$ cat src/rtl/alu_issue_arbiter.sv
// alu_issue_arbiter
//   Picks one ready reservation station per issue slot (round-robin), drives
//   its operands into the shared OTTER_ALU, captures the result and holds it
//   on the common data bus request until the CDB arbiter accepts it.
//
//   Optional feature: define ALU_MUL_EN to run alu_fun 10 (multiply) for
//   MUL_LAT total execute cycles through an extra MUL state. Without the
//   macro, multiply is a single-cycle function like any other.
//
// Ports
//   CLK, RST_N            clock, asynchronous active-low reset
//   rs_req                per-station request to issue
//   rs_v1/rs_v2/rs_fun    per-station operands and ALU function
//   rs_tag                per-station destination tag
//   rs_grant              one-hot issue acknowledge (combinational)
//   alu_v1/alu_v2/alu_fun operands/function to the ALU
//   alu_valid             operand-valid to the ALU
//   alu_result            ALU result (combinational from alu_* outputs)
//   cdb_req/cdb_grant     CDB request / accept handshake
//   cdb_val/cdb_tag       broadcast value and tag (INVALID_TAG when idle)
//   busy                  high whenever the FSM is not IDLE
module alu_issue_arbiter #(
  parameter int unsigned      NUM_RS      = 4,
  parameter int unsigned      MUL_LAT     = 3,
  parameter int unsigned      TAG_W       = 4,
  parameter logic [TAG_W-1:0] INVALID_TAG = '0
) (
  input  logic                          CLK,
  input  logic                          RST_N,
  input  logic [NUM_RS-1:0]             rs_req,
  input  logic [NUM_RS-1:0][31:0]       rs_v1,
  input  logic [NUM_RS-1:0][31:0]       rs_v2,
  input  logic [NUM_RS-1:0][3:0]        rs_fun,
  input  logic [NUM_RS-1:0][TAG_W-1:0]  rs_tag,
  output logic [NUM_RS-1:0]             rs_grant,
  output logic [31:0]                   alu_v1,
  output logic [31:0]                   alu_v2,
  output logic [3:0]                    alu_fun,
  output logic                          alu_valid,
  input  logic [31:0]                   alu_result,
  output logic                          cdb_req,
  input  logic                          cdb_grant,
  output logic [31:0]                   cdb_val,
  output logic [TAG_W-1:0]              cdb_tag,
  output logic                          busy
);

  localparam int unsigned PTR_W   = (NUM_RS > 1) ? $clog2(NUM_RS) : 1;
  localparam logic [3:0]  FUN_MUL = 4'd10;

`ifdef ALU_MUL_EN
  localparam int unsigned CNT_W = (MUL_LAT > 1) ? $clog2(MUL_LAT) : 1;
  typedef enum logic [1:0] {IDLE, EXEC, MUL, HOLD} state_t;
`else
  typedef enum logic [1:0] {IDLE, EXEC, HOLD} state_t;
`endif

  state_t             state_q, state_d;
  logic [PTR_W-1:0]   rr_ptr_q, rr_ptr_d;
  logic [31:0]        op_v1_q, op_v1_d, op_v2_q, op_v2_d;
  logic [3:0]         op_fun_q, op_fun_d;
  logic [TAG_W-1:0]   op_tag_q, op_tag_d;
  logic [31:0]        res_val_q, res_val_d;
  logic [TAG_W-1:0]   res_tag_q, res_tag_d;
`ifdef ALU_MUL_EN
  logic [CNT_W-1:0]   mul_cnt_q, mul_cnt_d;
`endif

  logic               pick_found;
  logic [PTR_W-1:0]   pick_idx;
  logic [PTR_W-1:0]   pos_idx;
  int unsigned        pos;
  logic               issue;

  // Round-robin search: first requester at or after rr_ptr, wrapping.
  always_comb begin
    pick_found = 1'b0;
    pick_idx   = '0;
    pos        = 0;
    pos_idx    = '0;
    for (int unsigned i = 0; i < NUM_RS; i++) begin
      pos     = (32'(rr_ptr_q) + i) % NUM_RS;
      pos_idx = PTR_W'(pos);
      if (!pick_found && rs_req[pos_idx]) begin
        pick_found = 1'b1;
        pick_idx   = pos_idx;
      end
    end
  end

  always_comb begin
    state_d   = state_q;
    rr_ptr_d  = rr_ptr_q;
    op_v1_d   = op_v1_q;
    op_v2_d   = op_v2_q;
    op_fun_d  = op_fun_q;
    op_tag_d  = op_tag_q;
    res_val_d = res_val_q;
    res_tag_d = res_tag_q;
`ifdef ALU_MUL_EN
    mul_cnt_d = mul_cnt_q;
`endif
    rs_grant  = '0;
    issue     = 1'b0;

    case (state_q)
      IDLE: issue = pick_found;
      EXEC: begin
`ifdef ALU_MUL_EN
        if (op_fun_q == FUN_MUL) begin
          // EXEC already counts as the first multiply cycle.
          state_d   = MUL;
          mul_cnt_d = CNT_W'(MUL_LAT - 2);
        end else
`endif
        begin
          res_val_d = alu_result;
          res_tag_d = op_tag_q;
          state_d   = HOLD;
        end
      end
`ifdef ALU_MUL_EN
      MUL: begin
        if (mul_cnt_q == '0) begin
          res_val_d = alu_result;
          res_tag_d = op_tag_q;
          state_d   = HOLD;
        end else begin
          mul_cnt_d = mul_cnt_q - 1'b1;
        end
      end
`endif
      HOLD: begin
        // The accept cycle doubles as the next issue slot.
        if (cdb_grant) begin
          if (pick_found) issue = 1'b1;
          else            state_d = IDLE;
        end
      end
      default: state_d = IDLE;
    endcase

    if (issue) begin
      rs_grant[pick_idx] = 1'b1;
      op_v1_d  = rs_v1[pick_idx];
      op_v2_d  = rs_v2[pick_idx];
      op_fun_d = rs_fun[pick_idx];
      op_tag_d = rs_tag[pick_idx];
      rr_ptr_d = (32'(pick_idx) == NUM_RS - 1) ? '0 : pick_idx + 1'b1;
      state_d  = EXEC;
    end
  end

  always_ff @(posedge CLK or negedge RST_N) begin
    if (!RST_N) begin
      state_q   <= IDLE;
      rr_ptr_q  <= '0;
      op_v1_q   <= '0;
      op_v2_q   <= '0;
      op_fun_q  <= '0;
      op_tag_q  <= '0;
      res_val_q <= '0;
      res_tag_q <= '0;
`ifdef ALU_MUL_EN
      mul_cnt_q <= '0;
`endif
    end else begin
      state_q   <= state_d;
      rr_ptr_q  <= rr_ptr_d;
      op_v1_q   <= op_v1_d;
      op_v2_q   <= op_v2_d;
      op_fun_q  <= op_fun_d;
      op_tag_q  <= op_tag_d;
      res_val_q <= res_val_d;
      res_tag_q <= res_tag_d;
`ifdef ALU_MUL_EN
      mul_cnt_q <= mul_cnt_d;
`endif
    end
  end

  always_comb begin
`ifdef ALU_MUL_EN
    alu_valid = (state_q == EXEC) || (state_q == MUL);
`else
    alu_valid = (state_q == EXEC);
`endif
    alu_v1  = op_v1_q;
    alu_v2  = op_v2_q;
    alu_fun = op_fun_q;
    cdb_req = (state_q == HOLD);
    cdb_val = cdb_req ? res_val_q : '0;
    cdb_tag = cdb_req ? res_tag_q : INVALID_TAG;
    busy    = (state_q != IDLE);
  end

endmodule
$ cat config.mk
export PLATFORM = sky130hd
export DESIGN_NAME = alu_issue_arbiter
export DESIGN_NICKNAME = d
export VERILOG_FILES = /design/src/rtl/alu_issue_arbiter.sv
export SDC_FILE = /design/constraint.sdc
export NUM_CORES = 1
export LEC_CHECK = 0
export CAP_MARGIN = 20
export CORE_AREA = 2 2 171 173
export CTS_CLUSTER_SIZE = 24
export DETAILED_ROUTE_END_ITERATION = 7
export DIE_AREA = 0 0 173 175
export HOLD_SLACK_MARGIN = 0.1
export SLEW_MARGIN = 10
export SYNTH_ARGS = -nofsm -noshare
export SYNTH_HDL_FRONTEND = slang
export SYNTH_SLANG_ARGS = --single-unit
$ cat constraint.sdc
create_clock -name CLK -period 3.11 [get_ports CLK]
set_input_delay 0.622 -clock CLK [delete_from_list [all_inputs] [get_ports CLK]]
set_output_delay 0.622 -clock CLK [all_outputs]
set_load 0.005 [all_outputs]
Yosys cells after proc, flatten, opt, wreduce, memory -nomap -nowiden
Cells that the tools add are included.

Bits in registers: 112. Output and inout port bits: 111. Bits of input ports: 327. Word-level logic and storage cells: 71.

Add/subtract/negate cells: 4. Order comparisons: 6. Reduce and logical (&&, ||, !) cells: 10. Eq/ne operators: 6. Muxes and demuxes: 37.

Operators by type and width (count): $bmux 32 s2 (2); $mux 32 (3); $bmux 4 s2 (2); $mux 2 (8); $mux 4 (4); $lt 2x3->1 const B (5); $mux 1 (11); $bmux 1 s2 (4); $pmux 2 s3 (1); $add 2x1->2 const B (2); $add 2x2->2 const B (2); $eq 2x2->1 const B (2); $logic_and 1x1->1 (4); $logic_not 1->1 (3); $ne 3x1->1 const B (1); $ne 3x2->1 const B (1); $reduce_and 3->1 (1); $demux 1 s2 (1); $eq 2x1->1 const B (1); $ge 2x1->1 const B (1); $logic_not 2->1 (1); $ne 2x2->1 const B (1); $pmux 1 s2 (1); $reduce_bool 2->1 (1).

Depth between registers and ports, before layout
Gate-level depths: netlist of run 1.

Word-level depth: 17. Mapped depth: 8. Mapped depth without buffers: 6.

Worst setup path before layout of run 1
Ideal clock, no wire load.

Kind: input to output. Start point: input port rs_req[0]. End point: output port rs_grant[1]. Arrival time: 1.766 ns. Stages: 8. Path buffers: 2. Slack: 0.722 ns. Data required time: 2.488 ns. Path through: a21o_1 a21oi_1 o22a_2 buf_8 buf_6 inv_1 ha_1 and2_1.

Longest elaborated chain between the ends: 17. Elaborated cells between the ends (all ways): 31. Those cells by class: order compare (2); mux (22); reduce/logical (7).

Ends and longest elaborated chain: start: declaration (RTL line 30) `input logic [NUM_RS-1:0] rs_req,`; $bmux 1 s2 (RTL line 84) `if (!pick_found && rs_req[pos_idx]) begin`; $mux 1 (not written as such) (RTL line 84); $mux 1 (RTL line 84); $logic_not 1->1 (RTL line 84); $logic_and 1x1->1 (RTL line 84); $mux 1 (RTL line 84); $logic_not 1->1 (RTL line 84); $logic_and 1x1->1 (RTL line 84); $mux 1 (RTL line 84); $logic_not 1->1 (RTL line 84); $logic_and 1x1->1 (RTL line 84); $mux 2 (RTL line 84); $lt 2x3->1 (not written as such) / $ge 2x1->1 (equally long branches) (RTL line 144) `rs_grant[pick_idx] = 1'b1;`; $logic_and 1x1->1 (not written as such) (RTL line 144); $mux 1 (not written as such) (RTL line 144); $demux 1 s2 (RTL line 144); $mux 4 * (RTL line 143) `if (issue) begin`; end: declaration (RTL line 35) `output logic [NUM_RS-1:0] rs_grant,`.

Every way passes the cells marked *; elsewhere a longest branch is shown, timed or not. The select of a mux whose other input is x is not followed.

Worst setup path after layout of run 1
Start point: input port rs_req[0]. End point: output port rs_grant[0].

The elaborated chain is that of the path after synthesis.

==> run_results.csv, run 1 <==
group,metric,value,unit
run_status,status,"finished clean",
setup_path,worstPathRequired,2.49,ns
clocking,cts_tree,"yes",
setup_path,crit_path_max_fanout,5,
pwr,p_leak,4.77,nW
setup_path,crit_start,"rs_req[0]",
clocking,cts.clk_slew.worst_paths,0.09,ns
logic_synthesis,synth-seq-cells,112,
setup_path,crit_arrival,2.29,ns
floorplanning,rows,62,
grt,grt_overflow,0,
place,place_hpwl,18.9,mm
logic_synthesis,yosysWarnings,0,
pwr,p_total,8.90,mW
setup_path,rr_endpoint,"alu_v2[26]",
setup_path,critPathLaunchType,"input pin",
layout,n_fill_cell,2756,
floorplanning,dieHeight,175,um
pwr,intPower,5.73,mW
setup_path,reg2reg_slack,0.90,ns
layout,layout-area-overhead-vs-synth,78.2,%
routing,drtIter0Drc,192,
routing,first_pass_iters,4,
sta,maxSlewViolCount,0,
pwr,vdd_drop_max,0.367,mV
routing,antenna_left,0,
clocking,cts_htree_levels,3,
logic_synthesis,synth.avg_cell_area,11.6,um2
logic_synthesis,synth_nets,886,
sta,timing.hold.ws,0.237,ns
layout,layout-drive-gt1-share,0.0875,
place,dp_cells,1351,
setup_path,critPathKind,"input pin to primary output",
grt,grt_max_degree,75,
setup_path,cp-endpoint,"rs_grant[0]",
clocking,cts_inserted_buffers,9,
pwr,p_sw,3.17,mW
setup_path,end_kind,"primary output",
sta,fin_crit,2.91,ns
run,maxCapViolations,0,
logic_synthesis,synth_top_area_cell,"dfrtp_1",
layout,layout_common_cells,"clkdlybuf4s50_1, mux2i_1, dfrtp_1, nand2_1, o221ai_1",
floorplanning,fp.dieArea,30300,um2
setup_path,r2r_start,"rr_ptr_q[1]",
logic_synthesis,syn_area,6440,um2
logic_synthesis,synth_top_area_frac,0.435,
floorplanning,core,28400,um2
pwr,p_comb_frac,0.555,
floorplanning,num_io_pins,438,
place,place.port_buffers,437,
sta,slew-limit-headroom,0.367,
clocking,cts.path.max_buffers,2,
sta,finalCritPeriodShare,0.936,
pwr,powerDensity,775,nW/um2
logic_synthesis,syn_inst,555,
sta,finalSetupViolations,0,
layout,final_cells,1367,
grt,grt_pass1_vias,6547,
min_path,hold_class,"input pin to async pin",
clocking,cts_sinks,112,
clocking,root_buffer,"clkbuf_16",
sta,finClkSkew,0.0162,ns
routing,wirelength,25.1,mm
layout,layout_commonest_cell,"clkdlybuf4s50_1",
place,gp_congestion,0.783,
logic_synthesis,seq_area_frac_synth,0.435,
layout,diodes,0,
layout,finalNetCount,1309,
grt,track_usage,0.161,
sta,rsz0062_at_grt,"no",
sta,max_slew.worst_pin.slew,0.950,ns
sta,fin_tns_setup,0,ns
grt,antenna_found_initial,0,
floorplanning,die_width,173,um
grt,grt_pass1_wl,38.0,mm
logic_synthesis,ys_top_cells_by_area,"dfrtp_1, mux2i_1, o221ai_1, mux2_2, nand2_1",
clocking,clk-insertion-delay-late,0.36,ns
routing,via_count,6083,
routing,wire_per_inst,18.4,um
sta,hold_viol_final,0,
routing,drc,0,
pwr,seqPwrFrac,0.294,
pwr,clkPwrFrac,0.151,
logic_synthesis,synth.distinct_cells,27,
routing,via_per_inst,4.45,
sta,fmax,344,MHz
setup_path,r2r_cells,7,
place,dpl_worst_slack,-0.0359,ns
floorplanning,start_util,0.227,
clocking,cts_setup_buffers,0,
sta,setup_ws,0.200,ns
pwr,swShare,0.356,
==> worst min path at each step <==
stage	from	endpoint	slack [ns]	cells after the start
after floorplan	RST_N	alu_fun[0]	0.33	0
after global placement	alu_v1[11]	alu_v1[11]	0.47	2
after detailed placement	alu_v1[25]	alu_v1[25]	0.47	2
after CTS	RST_N	res_val_q[0]	0.26	1
after global routing	RST_N	res_val_q[5]	0.27	1
final	RST_N	res_val_q[0]	0.24	1
==> state kept, by name, indices dropped and copies added (netlist names) <==
register	cells
op_tag_q	4
res_val_q	32
rr_ptr_q	2
alu_fun	4
res_tag_q	4
state_q	2
alu_v1	32
alu_v2	32
==> area by class of cell <==
| type | instances | area (um2) | area share |
|---|---|---|---|
| clock buffers | 9 | 225 | 0.0196 |
| clock inverters | 7 | 113 | 0.00981 |
| inverters | 7 | 26.3 | 0.00229 |
| multi-input cells | 390 | 3240 | 0.282 |
| flip-flops and latches | 112 | 2800 | 0.244 |
| well taps | 384 | 480 | 0.0418 |
| repair buffers | 458 | 4600 | 0.400 |
==> timing repair <==
item,4_1_cts,5_1_grt
setup endpoints to repair,2,3
endpoints found under the hold margin,0,0
hold buffers,0,0
gates resized for setup,5,2
pin swaps,1,1
==> metal layers <==
| metal | global-route usage | wire length (um) |
|---|---|---|
| met5 | 0 | 0 |
| met4 | 0.0463 | 542 |
| met3 | 0.0518 | 1900 |
| met2 | 0.289 | 12700 |
| met1 | 0.182 | 9990 |
==> cell usage after synthesis, drive strengths merged <==
library cell and number:
a211oi 1, a21o 2, a21oi 4, a22oi 1, and2 40, buf 35, clkbuf 11, dfrtp 112
ha 4, inv 7, mux2 36, mux2i 144, nand2 77, nand2b 2, nor2 1, nor2b 2
o221ai 72, o22a 1, o22ai 1, o41ai 1, or2 1
==> through the flow <==
| step | cell area (um2) | util |
|---|---|---|
| 2_1_floorplan | 6440 | - |
| 3_3_place_gp | 11100 | 0.392 |
| 3_5_place_dp | 11100 | 0.392 |
| 4_1_cts | 11500 | 0.404 |
| 5_1_grt | 11500 | 0.404 |
| 6_report | 11500 | 0.404 |
==> critical path, stage by stage <==
cell,delay (ns)
dlygate4sd2_1,0.28
inv_1,0.10
o22ai_2,0.11
a211oi_4,0.33
inv_2,0.08
ha_1,0.20
and2_1,0.13
clkdlybuf4s50_1,0.44
==> logic make-up after synthesis <==
group                    share of synthesized area
buffers and inverters                       0.0685
adder cells (fa/ha/maj)                    0.00777
AND/OR/NAND/NOR                             0.0895
multiplexers                                 0.287
flip-flops                                   0.435
AO/OA/AOI/OAI                                0.113
==> power by group through the flow <==
stage	sequential [mW]	clock, mW	combinational, mW
after floorplan	2.58	0	2.72
after detailed placement	2.64	0	5.02
final	2.62	1.34	4.94
after global placement	2.62	0	4.99
after CTS	2.63	1.41	5.03
after global routing	2.71	1.46	5.36
Power figures use the tool's default switching activity.
==> run 2: changes to the inputs <==
--- a/config.mk
+++ b/config.mk
@@ -11,7 +11,6 @@
 export DETAILED_ROUTE_END_ITERATION = 7
 export DIE_AREA = 0 0 173 175
 export HOLD_SLACK_MARGIN = 0.1
-export SLEW_MARGIN = 10
 export SYNTH_ARGS = -nofsm -noshare
 export SYNTH_HDL_FRONTEND = slang
 export SYNTH_SLANG_ARGS = --single-unit
==> results of run 2 <==
The final DEF is identical to that of run 1; final timing and power are the same.
